$ cat config.mk
export PLATFORM = sky130hd
export DESIGN_NAME = program_mem_arbiter
export DESIGN_NICKNAME = d
export VERILOG_FILES = /design/src/rtl/program_mem_arbiter_pkg.sv /design/src/rtl/program_mem_arbiter_rr_arbiter.sv /design/src/rtl/program_mem_arbiter.sv
export SDC_FILE = /design/constraint.sdc
export NUM_CORES = 1
export LEC_CHECK = 0
export CORE_UTILIZATION = 35
export CTS_BUF_LIST = sky130_fd_sc_hd__clkbuf_4
export CTS_CLUSTER_SIZE = 10
export DETAILED_ROUTE_END_ITERATION = 10
export PLACE_DENSITY_LB_ADDON = 0.08
export SLEW_MARGIN = 20
export SYNTH_ARGS = -nofsm -noshare
export SYNTH_HDL_FRONTEND = slang
export SYNTH_HIERARCHICAL = 1
export SYNTH_SLANG_ARGS = --single-unit
$ cat constraint.sdc
create_clock -name CLK -period 3 [get_ports CLK]
set_input_delay 0.6 -clock CLK [delete_from_list [all_inputs] [get_ports CLK]]
set_output_delay 0.6 -clock CLK [all_outputs]
set_load 0.01 [all_outputs]
$ cat src/rtl/program_mem_arbiter_pkg.sv
// program_mem_arbiter_pkg: mode encoding and default widths shared by the arbiter and the program memory.
package program_mem_arbiter_pkg;
    typedef enum logic {
        RUN  = 1'b0,
        LOAD = 1'b1
    } mode_e;
    localparam int IA_W_DEF = 16;
    localparam int ID_W_DEF = 24;
endpackage

$ cat src/rtl/program_mem_arbiter_rr_arbiter.sv
// rr_arbiter: round-robin one-hot grant; the pointer moves past the winner after every grant.
module rr_arbiter #(
    parameter int NCORE = 2
) (
    input  logic             CLK,
    input  logic             RSTn,
    input  logic [NCORE-1:0] REQ,
    output logic [NCORE-1:0] GNT
);
    localparam int PW = NCORE > 1 ? $clog2(NCORE) : 1;
    logic [PW-1:0] ptr_q, ptr_d, win;
    logic          found;
    always_comb begin
        GNT   = '0;
        win   = ptr_q;
        found = 1'b0;
        for (int k = 0; k < NCORE; k++) begin
            if (!found && REQ[(int'(ptr_q) + k) % NCORE]) begin
                found = 1'b1;
                win   = PW'((int'(ptr_q) + k) % NCORE);
            end
        end
        if (found) GNT[win] = 1'b1;
        ptr_d = !found ? ptr_q : (int'(win) == NCORE - 1) ? '0 : win + 1'b1;
    end
    always_ff @(posedge CLK or negedge RSTn) begin
        if (!RSTn) ptr_q <= '0;
        else       ptr_q <= ptr_d;
    end
endmodule

$ cat src/rtl/program_mem_arbiter.sv
// program_mem_arbiter: shares one program memory between round-robin core fetches and an exclusive host loader.
module program_mem_arbiter
    import program_mem_arbiter_pkg::*;
#(
    parameter int IA_W  = IA_W_DEF,
    parameter int ID_W  = ID_W_DEF,
    parameter int NCORE = 2
) (
    input  logic                  CLK,
    input  logic                  RSTn,
    input  logic [NCORE-1:0]      F_REQ,
    input  logic [NCORE*IA_W-1:0] F_A,
    output logic [NCORE-1:0]      F_GNT,
    output logic [NCORE-1:0]      F_VLD,
    output logic [ID_W-1:0]       F_DQ,
    input  logic                  LD_REQ,
    output logic                  LD_ACK,
    input  logic                  LD_WE,
    input  logic [IA_W-1:0]       LD_A,
    input  logic [ID_W-1:0]       LD_DI,
    output logic [IA_W-1:0]       LD_CNT,
    output logic [IA_W-1:0]       MEM_A,
    output logic                  MEM_WE,
    output logic [ID_W-1:0]       MEM_DI,
    input  logic [ID_W-1:0]       MEM_DQ
);
    mode_e            state_q, state_d;
    logic [NCORE-1:0] req_m, f_vld_q;
    logic [ID_W-1:0]  f_dq_q, f_dq_d;
    logic [IA_W-1:0]  ld_cnt_q, ld_cnt_d, fetch_a;
    // A pending load request blocks fetch arbitration in the same cycle it appears.
    assign req_m = (state_q == RUN && !LD_REQ) ? F_REQ : '0;
    rr_arbiter #(.NCORE(NCORE)) u_arb (
        .CLK (CLK),
        .RSTn(RSTn),
        .REQ (req_m),
        .GNT (F_GNT)
    );
    always_comb begin
        fetch_a = '0;
        for (int i = 0; i < NCORE; i++) begin
            if (F_GNT[i]) fetch_a = F_A[i*IA_W +: IA_W];
        end
    end
    always_comb begin
        state_d  = LD_REQ ? LOAD : RUN;
        LD_ACK   = state_q == LOAD;
        MEM_WE   = state_q == LOAD && LD_REQ && LD_WE;
        MEM_A    = state_q == LOAD ? LD_A : fetch_a;
        MEM_DI   = LD_DI;
        f_dq_d   = |F_GNT ? MEM_DQ : f_dq_q;
        ld_cnt_d = (state_q == RUN && LD_REQ) ? '0 :
                   (MEM_WE && ld_cnt_q != '1) ? ld_cnt_q + 1'b1 : ld_cnt_q;
    end
    always_ff @(posedge CLK or negedge RSTn) begin
        if (!RSTn) begin
            state_q  <= RUN;
            f_vld_q  <= '0;
            f_dq_q   <= '0;
            ld_cnt_q <= '0;
        end else begin
            state_q  <= state_d;
            f_vld_q  <= F_GNT;
            f_dq_q   <= f_dq_d;
            ld_cnt_q <= ld_cnt_d;
        end
    end
    assign F_VLD  = f_vld_q;
    assign F_DQ   = f_dq_q;
    assign LD_CNT = ld_cnt_q;
endmodule
# [Word-level counts from Yosys, hierarchy flattened]
# Cells that the tools add are included.
[op_classes] add_sub_neg=3 n_lt_le_gt_ge=4 eq_ne=1 muxes=19 bitwise_logic=2 n_reduce_logical=11
[op_table] cell="two-way mux 16 bit" count=5
[op_table] cell="adder 16 x 1 -> 16 bit, second input constant" count=1
[op_table] cell="inequality test 16 bit, second input constant" count=1
[op_table] cell="two-way mux 1 bit" count=11
[op_table] cell="logical AND 1 bit" count=7
[op_table] cell="< comparator 1 x 2 -> 1 bit, second input constant" count=2
[op_table] cell="two-way mux 2 bit" count=2
[op_table] cell="< comparator 2 x 3 -> 1 bit, second input constant" count=1
[op_table] cell="adder 1 bit, second input constant" count=2
[op_table] cell="zero test 1 bit" count=2
[op_table] cell="nonzero test 2 bit" count=1
[op_table] cell="OR reduction 2 bit" count=1
[op_table] cell="AND 1 bit, first input constant" count=1
[op_table] cell="demux 1 bit (select 1 bit)" count=1
[op_table] cell=">= comparator 1 bit, second input constant" count=1
[op_table] cell="NOT 1 bit" count=1
[word_totals] reg_bits=44 inputBits=102 elab_cells=45

# [Depth between registers and ports, before layout]
[depth] word_depth=17 ltp_mapped=9 ltp_nobuf=6

# [By module]
# Netlist, hierarchy kept.
[by_module_without_submodules] module="program_mem_arbiter" instances=1 cells_per_inst=238 area_each_um2=2398.6
[by_module_without_submodules] module="rr_arbiter" instances=1 cells_per_inst=6 area_each_um2=52.6

# [Worst setup path before layout]
# Ideal clock, no wire load.
[synth_path] kind="reg2out" startpoint="reg state_q, in the netlist LD_ACK" endpoint="out MEM_A[10]" arrival_time_ns=2.624 required_ns=2.400 setup_slack_ns=-0.224 path_stages_with_launch=9 path_cell_list="dfrtp_1 -> clkbuf_1 -> clkbuf_1 -> nor3b_1 -> a21boi_0 -> nor2b_1 -> clkbuf_1 -> a22oi_1 -> o21ai_0"
[synth_via] elab_chain_len=17 word_cells_on_any_way=22
[synth_rtl] element="start: declaration" line_no="program_mem_arbiter.sv:27" source="mode_e state_q, state_d;"
[synth_rtl] element="start signal: assignment" line_no="program_mem_arbiter.sv:62" source="state_q <= state_d;"
[synth_rtl] element="NOT 1 bit (*)" line_no="program_mem_arbiter.sv:32" source="assign req_m = (state_q == RUN && !LD_REQ) ? F_REQ : '0;"
[synth_rtl] element="logical AND 1 bit (*)" line_no="program_mem_arbiter.sv:32"
[synth_rtl] element="two-way mux 2 bit (*)" line_no="program_mem_arbiter.sv:32"
[synth_rtl] element="net req_m[0]" line_no="program_mem_arbiter.sv:28" source="logic [NCORE-1:0] req_m, f_vld_q;"
[synth_rtl] element="two-way mux 1 bit (not written as such) (2 in series)" line_no="program_mem_arbiter_rr_arbiter.sv:18" source="if (!found && REQ[(int'(ptr_q) + k) % NCORE]) begin"
[synth_rtl] element="two-way mux 1 bit" line_no="program_mem_arbiter_rr_arbiter.sv:18"
[synth_rtl] element="zero test 1 bit" line_no="program_mem_arbiter_rr_arbiter.sv:18"
[synth_rtl] element="logical AND 1 bit" line_no="program_mem_arbiter_rr_arbiter.sv:18"
[synth_rtl] element="two-way mux 1 bit" line_no="program_mem_arbiter_rr_arbiter.sv:18"
[synth_rtl] element="< comparator 1 x 2 -> 1 bit (not written as such) / >= comparator 1 bit (equally long branches)" line_no="program_mem_arbiter_rr_arbiter.sv:23" source="if (found) GNT[win] = 1'b1;"
[synth_rtl] element="logical AND 1 bit (not written as such)" line_no="program_mem_arbiter_rr_arbiter.sv:23"
[synth_rtl] element="two-way mux 1 bit (not written as such)" line_no="program_mem_arbiter_rr_arbiter.sv:23"
[synth_rtl] element="demux 1 bit (select 1 bit)"
[synth_rtl] element="two-way mux 2 bit (*)" line_no="program_mem_arbiter_rr_arbiter.sv:23"
[synth_rtl] element="net F_GNT[0]" line_no="program_mem_arbiter.sv:13" source="output logic [NCORE-1:0] F_GNT,"
[synth_rtl] element="two-way mux 16 bit (*) (2 in series)" line_no="program_mem_arbiter.sv:42" source="if (F_GNT[i]) fetch_a = F_A[i*IA_W +: IA_W];"
[synth_rtl] element="two-way mux 16 bit (*)" line_no="program_mem_arbiter.sv:49" source="MEM_A = state_q == LOAD ? LD_A : fetch_a;"
[synth_rtl] element="end: declaration" line_no="program_mem_arbiter.sv:22" source="output logic [IA_W-1:0] MEM_A,"
# The timed path passes the listed nets; every way through them passes the cells marked *. The select of a mux whose other input is x is not followed.

# [Worst setup path in the final report]
[layout_path] startpoint="in F_REQ[1]" endpoint="out MEM_A[15]"
[layout_via] elab_chain_len=15 word_cells_on_any_way=20
[layout_rtl] element="start: declaration" line_no="program_mem_arbiter.sv:11" source="input logic [NCORE-1:0] F_REQ,"
[layout_rtl] element="two-way mux 2 bit (*)" line_no="program_mem_arbiter.sv:32"
[layout_rtl] element="net req_m[1]" line_no="program_mem_arbiter.sv:28"
[layout_rtl] element="two-way mux 1 bit (not written as such) (2 in series)" line_no="program_mem_arbiter_rr_arbiter.sv:18"
[layout_rtl] element="two-way mux 1 bit" line_no="program_mem_arbiter_rr_arbiter.sv:18"
[layout_rtl] element="zero test 1 bit" line_no="program_mem_arbiter_rr_arbiter.sv:18"
[layout_rtl] element="logical AND 1 bit" line_no="program_mem_arbiter_rr_arbiter.sv:18"
[layout_rtl] element="two-way mux 1 bit" line_no="program_mem_arbiter_rr_arbiter.sv:18"
[layout_rtl] element="< comparator 1 x 2 -> 1 bit (not written as such) / >= comparator 1 bit (equally long branches)" line_no="program_mem_arbiter_rr_arbiter.sv:23"
[layout_rtl] element="logical AND 1 bit (not written as such)" line_no="program_mem_arbiter_rr_arbiter.sv:23"
[layout_rtl] element="two-way mux 1 bit (not written as such)" line_no="program_mem_arbiter_rr_arbiter.sv:23"
[layout_rtl] element="demux 1 bit (select 1 bit)"
[layout_rtl] element="two-way mux 2 bit (*)" line_no="program_mem_arbiter_rr_arbiter.sv:23"
[layout_rtl] element="two-way mux 16 bit" line_no="program_mem_arbiter.sv:42"
[layout_rtl] element="two-way mux 16 bit (*)" line_no="program_mem_arbiter.sv:42"
[layout_rtl] element="two-way mux 16 bit (*)" line_no="program_mem_arbiter.sv:49"
# Marked as above.

==> impl_metrics.csv <==
group,metric,value,unit
outcome,status,"finished, final reports clean",
route,vias,2347,
cells_and_area,multi_input_area,1150,µm²
cells_and_area,fill_cells,593,
floorplanning,fp.dieW,85.7,µm
timing,hold_slack,0.212,ns
floorplanning,dieArea,7340,µm²
worst_setup_path,critPathLaunchType,"primary input",
cells_and_area,drive_gt1_share,18.0,%
worst_setup_path,crit_required,2.40,ns
route,drcViolationCount,0,
worst_setup_path,path_class,"in -> out",
clock_network,htreeDepth,2,
timing,fmax,0.344,GHz
power,power.density,396,nW/µm²
timing,slew_violations,0,
cells_and_area,area_delta_synth_final,62.0,%
placed_design,dp.cells,455,
clock_network,clkTransAtPathRegs,0.15,ns
placed_design,io_buffers,139,
timing,setup_viol,0,
global_route,antenna_found_initial,0,
cells_and_area,final_util,58.5,%
floorplanning,fp.coreArea,6790,µm²
global_route,grt_usage,17.2,%
timing,period_share,97.0,%
worst_setup_path,r2r_slack,0.97,ns
min_path,hp-class,"in -> async",
timing,period_minus_slack,2.91,ns
worst_setup_path,worst-endpoint-arrival,2.31,ns
route,drtPass1Iterations,4,
placed_design,place_hpwl,4790,µm
power,ir_drop,0.163,mV
floorplanning,num_rows,30,
synthesis,synthArstFlopShare,100,%
cells_and_area,seqCellArea,1100,µm²
worst_setup_path,reg2reg_depth,5,
synthesis,synth-seq-area-share,44.9,%
worst_setup_path,r2r-end,"LD_CNT[3]",
global_route,grt_max_degree,45,
synthesis,yosys_warnings,6,
global_route,grt_pass1_vias,2208,
route,ant_nets,0,
clock_network,clock_tree.buffer_depth,2,
timing,fin_skew,0.0163,ns
synthesis,synth_seq_cells,44,
clock_network,cts_tree,"built",
clock_network,cts_root_buffer,"clkbuf_4",
worst_setup_path,path_max_fanout,12,
timing,worst_pin_slew,0.659,ns
global_route,grt_overflow,0,
synthesis,syn_avg_cell_area,10.0,µm²
power,p_leak,1.71,nW
cells_and_area,num_antenna_cells,0,
clock_network,clock_sinks,44,
route,wl_per_cell,14.0,µm
synthesis,synth_cell_types,42,
synthesis,synth_ff_type,"dfrtp_1",
clock_network,clk_latency,0.36,ns
timing,timing.slew.headroom,55.7,%
placed_design,gp_congestion,0.791,
route,avgViaCountPerCell,5.01,
worst_setup_path,reg2reg_from,"LD_CNT[0]",
global_route,grt_pass1_wl,10200,µm
floorplanning,die_h,85.7,µm
run,maxCapViolCount,0,
clock_network,cts_inserted_buffers,5,
worst_setup_path,cp-end-kind,"output pin",
synthesis,synth_edf_count,0,
route,wirelength,6550,µm
synthesis,syn_nets,347,
clock_network,hold_buffers,0,
floorplanning,io_pins,188,
synthesis,syn_area,2450,µm²
floorplanning,initial_core_util,36.1,%
synthesis,syn_inst,244,
timing,hold_violations,0,
route,first_iter_violations,97,
cells_and_area,instances_no_fill,468,
cells_and_area,final_nets,474,
## cell type report
class	instances	area share (%)
Clock buffer	5	0.945
Multi-Input combinational cell	164	28.9
Tap cell	96	3.02
Inverter	1	0.0945
Timing Repair Buffer	155	38.2
Clock inverter	3	1.17
Sequential cell	44	27.7
## metrics by stage
stage | instance area (µm²) | power (mW) | setup TNS, ns | setup slack [ns]
2_1_floorplan | 2460 | 0.913 | 0 | 0.0109
3_3_place_gp | 3830 | 1.20 | -3.44 | -0.231
3_5_place_dp | 3830 | 1.20 | -4.53 | -0.318
4_1_cts | 3920 | 1.59 | -1.59 | -0.238
5_1_grt | 3970 | 1.65 | -0.0310 | -0.0119
6_report | 3970 | 1.57 | 0 | 0.0914
## worst max-delay path by stage
stage | cells after the start | to | from | slack [ns]
after floorplan | 8 | MEM_A[10] | LD_ACK | 0.01
after global placement | 8 | MEM_A[2] | LD_REQ | -0.23
after detailed placement | 8 | MEM_A[10] | LD_REQ | -0.32
after CTS | 7 | MEM_A[0] | LD_REQ | -0.24
after global routing | 7 | MEM_A[10] | F_REQ[1] | -0.01
final | 10 | MEM_A[15] | F_REQ[1] | 0.09
## power by group
part	total, mW	internal, mW	switching [mW]
clock	0.388	0.178	0.210
sequential	0.707	0.666	0.0403
combinational	0.477	0.310	0.166
total	1.57	1.15	0.416
## critical path, stage by stage
cell,delay [ns]
clkdlybuf4s50_1,0.47
nor3b_4,0.19
buf_4,0.14
a21boi_2,0.05
nor2b_2,0.15
buf_6,0.14
buf_4,0.14
a22oi_1,0.13
o21ai_0,0.10
dlymetal6s2s_1,0.18
## flip-flops by register name (all words and copies together) (netlist names)
name	cells
F_DQ	24
F_VLD	2
LD_ACK	1
LD_CNT	16
u_arb/ptr_q	1
## cells in the final DEF (no fill, tap or decap), types with 3 or more instances in the layout
master and instances:
nand2b_1 3, nand4_1 8, dlymetal6s2s_1 7, mux2_2 24
clkdlybuf4s50_1 121, o21ai_0 21, clkbuf_4 5, buf_4 15
clkbuf_2 4, nand3_1 3, nor2_1 6, dfrtp_1 44
or4_1 3, a31oi_1 3, nand2_1 27, or3_1 3
a211oi_1 3, and3_1 3, a22oi_1 15, a21oi_1 11
dlygate4sd2_1 6
## what timing repair did
item,4_1_cts,5_1_grt
pin swaps,0,2
hold endpoints to repair,0,0
resized for setup,12,20
buffers inserted,1,4
endpoints found under the setup margin,16,17
## cells in the mapped netlist, drive strengths merged (2+ instances only)
master | instances | area share (%)
or3 | 4 | 1.1
nand2 | 27 | 4.1
a211oi | 3 | 0.92
a21oi | 11 | 2.2
and4 | 3 | 1.2
a22oi | 15 | 4.6
or4 | 4 | 1.4
clkbuf | 8 | 1.2
nor3b | 2 | 0.61
o21ai | 22 | 4.5
mux2 | 24 | 11
nand3 | 4 | 1.0
and3 | 3 | 0.77
and2 | 2 | 0.61
o31ai | 2 | 0.61
a21boi | 2 | 0.61
nor3 | 2 | 0.41
dfrtp | 44 | 45
a31oi | 3 | 0.77
buf | 27 | 8.1
mux2i | 2 | 0.82
nor4 | 2 | 1.1
nor2 | 7 | 1.1
nand2b | 3 | 0.77
nor2b | 2 | 0.51
nand4 | 9 | 2.6
## layer usage
metal | up-vias | wire [µm] | part of all wire [%] | global-route usage (%)
met3 | 9 | 602 | 9.2 | 5.68
met1 | 1081 | 2840 | 43 | 21.8
met2 | 126 | 3040 | 46 | 28.2
met5 | - | 0 | 0 | 0
li1 | 1131 | - | - | -
met4 | 0 | 61 | 0.93 | 5.00
## cell families (layout without fill, tap and decap cells)
logic type | Yosys count | count (layout) | share of synthesized area, %
and+or+nand+nor | 75 | 75 | 17.6
AOI/OAI and AO/OA | 62 | 62 | 15.7
DFF | 44 | 44 | 44.9
buffers and inverters | 36 | 164 | 9.44
muxes | 26 | 26 | 11.8
adders and majority gates | 1 | 1 | 0.510
No activity file was read; power rests on OpenSTA's default activity.
